$ cat src/rtl/comparator_lt_signed.sv
// Registered subtract-based compare unit: difference, carry, EQ and signed LT.
// Define COMPARATOR_UNSIGNED_EN to add the registered unsigned LTU output.
module comparator_lt_signed #(
    parameter int WIDTH = 32
) (
    input  logic             clk,
    input  logic             rst_n,
    input  logic             in_valid,
    input  logic [WIDTH-1:0] A,
    input  logic [WIDTH-1:0] B,
    output logic             out_valid,
    output logic [WIDTH-1:0] S,
    output logic             COUT,
    output logic             EQ,
    output logic             LT
`ifdef COMPARATOR_UNSIGNED_EN
    ,
    output logic             LTU
`endif
);

    logic [WIDTH:0]   sum;
    logic             eq_d;
    logic             lt_d;
    logic             a_s;
    logic             b_s;
    logic             s_s;

    logic             valid_q;
    logic [WIDTH-1:0] s_q;
    logic             cout_q;
    logic             eq_q;
    logic             lt_q;

    // Single adder: A + ~B + 1; all flags derive from its result.
    always_comb begin
        sum  = {1'b0, A} + {1'b0, ~B} + {{WIDTH{1'b0}}, 1'b1};
        a_s  = A[WIDTH-1];
        b_s  = B[WIDTH-1];
        s_s  = sum[WIDTH-1];
        eq_d = ~|sum[WIDTH-1:0];
        lt_d = (a_s != b_s) ? a_s : (s_s & ~eq_d);
    end

    always_ff @(posedge clk or negedge rst_n) begin
        if (!rst_n) begin
            valid_q <= 1'b0;
            s_q     <= '0;
            cout_q  <= 1'b0;
            eq_q    <= 1'b0;
            lt_q    <= 1'b0;
        end else begin
            valid_q <= in_valid;
            if (in_valid) begin
                s_q    <= sum[WIDTH-1:0];
                cout_q <= sum[WIDTH];
                eq_q   <= eq_d;
                lt_q   <= lt_d;
            end
        end
    end

`ifdef COMPARATOR_UNSIGNED_EN
    logic ltu_q;

    always_ff @(posedge clk or negedge rst_n) begin
        if (!rst_n) begin
            ltu_q <= 1'b0;
        end else if (in_valid) begin
            ltu_q <= ~sum[WIDTH];
        end
    end

    assign LTU = ltu_q;
`endif

    assign out_valid = valid_q;
    assign S         = s_q;
    assign COUT      = cout_q;
    assign EQ        = eq_q;
    assign LT        = lt_q;

endmodule

$ cat config.mk
export PLATFORM = sky130hd
export DESIGN_NAME = comparator_lt_signed
export DESIGN_NICKNAME = d
export VERILOG_FILES = /design/src/rtl/comparator_lt_signed.sv
export SDC_FILE = /design/constraint.sdc
export NUM_CORES = 1
export LEC_CHECK = 0
export ABC_AREA = 1
export CELL_PAD_IN_SITES_DETAIL_PLACEMENT = 1
export CELL_PAD_IN_SITES_GLOBAL_PLACEMENT = 2
export CORE_ASPECT_RATIO = 0.6
export CORE_MARGIN = 2
export CORE_UTILIZATION = 25
export DETAILED_ROUTE_END_ITERATION = 10
export PLACE_DENSITY_LB_ADDON = 0.1
export SYNTH_ARGS = -nofsm -noshare
export SYNTH_HDL_FRONTEND = slang
export SYNTH_SLANG_ARGS = --single-unit
export TNS_END_PERCENT = 100
$ cat constraint.sdc
create_clock -name clk -period 0.9 [get_ports clk]
set_input_delay 0.09 -clock clk [delete_from_list [all_inputs] [get_ports clk]]
set_output_delay 0.09 -clock clk [all_outputs]
set_load 0.005 [all_outputs]
==> results.toml <==
[critical_path]
startpoint_type = "input port"
crit_type = "input port to flop"
r2r-start = "S[27]"
end_kind = "flop"
cp.arrival_ns = 2.27
critPathLaunch = "A[16]"
path_max_fanout = 4
crit_required_ns = 1.11

[layout]
stdcell_area_um2 = 9290
multi_input_area_um2 = 4650
area_delta_synth_final_pct = 138
seqCellArea_um2 = 901
drive_above_1_share = 0.718
n_antenna_cell = 0
fillers = 1761
final_nets = 1081
final_core_util = 0.608

[synth]
syn_avg_cell_area_um2 = 5.91
ys_warn_count = 0
synthCells = 660
yosysTopAreaCell = "dfrtp_1"
synth_nets = 760
synth_top_area_share = 0.231
synth-edff-count = 0
yosys_register_bits = 36
synthesis.area_um2 = 3900
synthTopCellsByArea = "dfrtp_1, nand2_1, inv_1"
yosysSeqAreaShare = 0.231
synthArstFlopShare = 1.00
synth_commonest_cells = "nand2_1, inv_1, nor2_1"
synth_ff_type = "dfrtp_1"
synth_most_common_cell = "nand2_1"
synth_cell_types = 29

[detailed_routing]
vias = 5577
drt_iter0_drc = 239
drc = 0
drt_wl_total_um = 22800
routedLengthMet1_um = 10500
wl_met2_um = 10800
antenna_left = 0
top_layer_used = "met4"
wl_met3_um = 1060
dr.pass1.iters = 4
via_per_inst = 4.71
wire_per_inst_um = 19.3

[pwr]
seq_power_share = 0.186
p_int_mw = 6.43
pwr-share-comb = 0.657
peakVddDrop_v = 0.000904
p_leak_nw = 4.59
clkPwrFrac = 0.157
swShare = 0.410
netSwitchingPower_mw = 4.46
power_density_nw_per_um2 = 1170
power.total_mw = 10.9

[floorplanning]
die_y_um = 101
start_util = 0.255
num_rows = 35
dieArea_um2 = 16600
die_w_um = 165
io_pins = 103
coreArea_um2 = 15300

[timing]
worst_clock_skew_ns = 0
fin_crit_sh = 2.29
finalSetupViolCount = 38
tightest_slew_ns = 0.340
worst_slack_ns = -1.16
relSlewSlack = 0.771
max_freq_mhz = 486
hold_viol = 0
slew_viol_final = 0
period_minus_slack_ns = 2.06
rsz0062_at_grt = "yes"

[clocking]
cts_tree = "yes"
clock_path_buffers = 2
cts_root_buf = "clkbuf_16"
cts_hold_buffers = 0
path_clk_slew_ns = 0.06
cts-buffers-inserted = 5
cts_num_sinks = 36
cts_max_level = 2
clk_latency_ns = 0.28

[place]
gp_congestion = 0.823
dp_hpwl_um = 14400
io_buffer_count = 102
dp_slack_ns = -1.68
placed_area_um2 = 6760

[global_route]
grt_overflow = 0
grt_pass1_wl_um = 31700
grt_max_degree = 37
first_global_vias = 6037
antenna_found_initial = 0
grt_use_total = 0.245

[run]
cap_violations = 0

[worst_hold_path]
hold_path_class = "input port to flop"
hp-start = "B[0]"

[outcome]
violations = "negative setup slack"
outcome = "complete, but fails checks"
flip-flops by register name, summed over array words and instances, names as in the netlist:
name / cells
out_valid: 1
S: 32
EQ: 1
LT: 1
COUT: 1
per-stage QoR:
step                std cells  hold WS, ns  TNS [ns]
finish                   1185        0.140    -19.30
global route             1185        0.144    -21.45
detailed placement       1094        0.481    -47.30
CTS                      1170        0.142    -17.99
floorplan                 660       -0.206    -12.10
global placement         1094        0.467    -44.78
metal layers:
metal	up-vias	GRT usage
li1	2698	-
met1	2692	0.356
met2	144	0.401
met3	43	0.0234
met4	0	0.0368
met5	-	0
power groups by stage:
stage	logic (mW)	registers, mW	clock network, mW
2_1_floorplan	1.95	2.05	0
3_3_place_gp	4.45	2.05	0
3_5_place_dp	4.56	2.07	0
4_1_cts	6.22	2.02	1.74
5_1_grt	7.55	2.05	1.80
6_report	7.15	2.03	1.71
critical path, stage by stage:
cell	delay, ns
buf_2	0.12
ha_4	0.32
nand2_4	0.09
buf_4	0.15
nor2_1	0.21
nand2_1	0.15
nand2_2	0.13
a21oi_4	0.07
buf_4	0.14
nand3_4	0.06
nand2_1	0.06
nor2_1	0.13
nand2_1	0.10
nor2_1	0.16
nand3_1	0.16
nand2_1	0.11
final cells by class:
class | count | area share
Clock buffer | 5 | 0.0135
Clock inverter | 3 | 0.00202
Inverter | 128 | 0.0606
Sequential cell | 36 | 0.0969
Multi-Input combinational cell | 489 | 0.500
Timing Repair Buffer | 321 | 0.300
Tap cell | 203 | 0.0273
layout by cell type (no fill, tap or decap), types with 14 or more instances in the layout:
cell     instances
buf_2           61
buf_4          134
buf_6          102
dfrtp_1         36
ha_4            31
inv_1           67
inv_2           44
nand2_1         90
nand2_2         83
nand2_4         64
nand3_2         16
nand3_4         14
nor2_1          29
nor2_4          27
worst paths after layout:
path                       endpoint  slack (ns)  cells past startpoint
setup / recovery                 EQ       -1.16                     16
hold / removal                 S[0]        0.14                      3
setup reg to reg              S[27]       -0.07                      3
hold reg to reg               S[30]        0.49                      2
max in group asynchronous     S[10]        0.52                      2
min in group asynchronous      S[9]        0.19                      2
repair_timing:
item / 4_1_cts / 5_1_grt
buffers inserted: 86 / 19
setup endpoints to repair: 71 / 56
pin swaps: 249 / 102
resized for setup: 811 / 133
gates cloned: 0 / 1
cell families (layout without fill, tap and decap cells):
kind of cell / Yosys count / count (layout) / synth area share
xor+xnor: 2 / 2 / 0.00449
flops: 36 / 36 / 0.231
buf+inv: 135 / 457 / 0.130
compound gates: 70 / 70 / 0.106
simple gates: 384 / 384 / 0.420
fa+ha+maj: 33 / 33 / 0.108
Note: power is estimated with default switching activity, not from simulation.
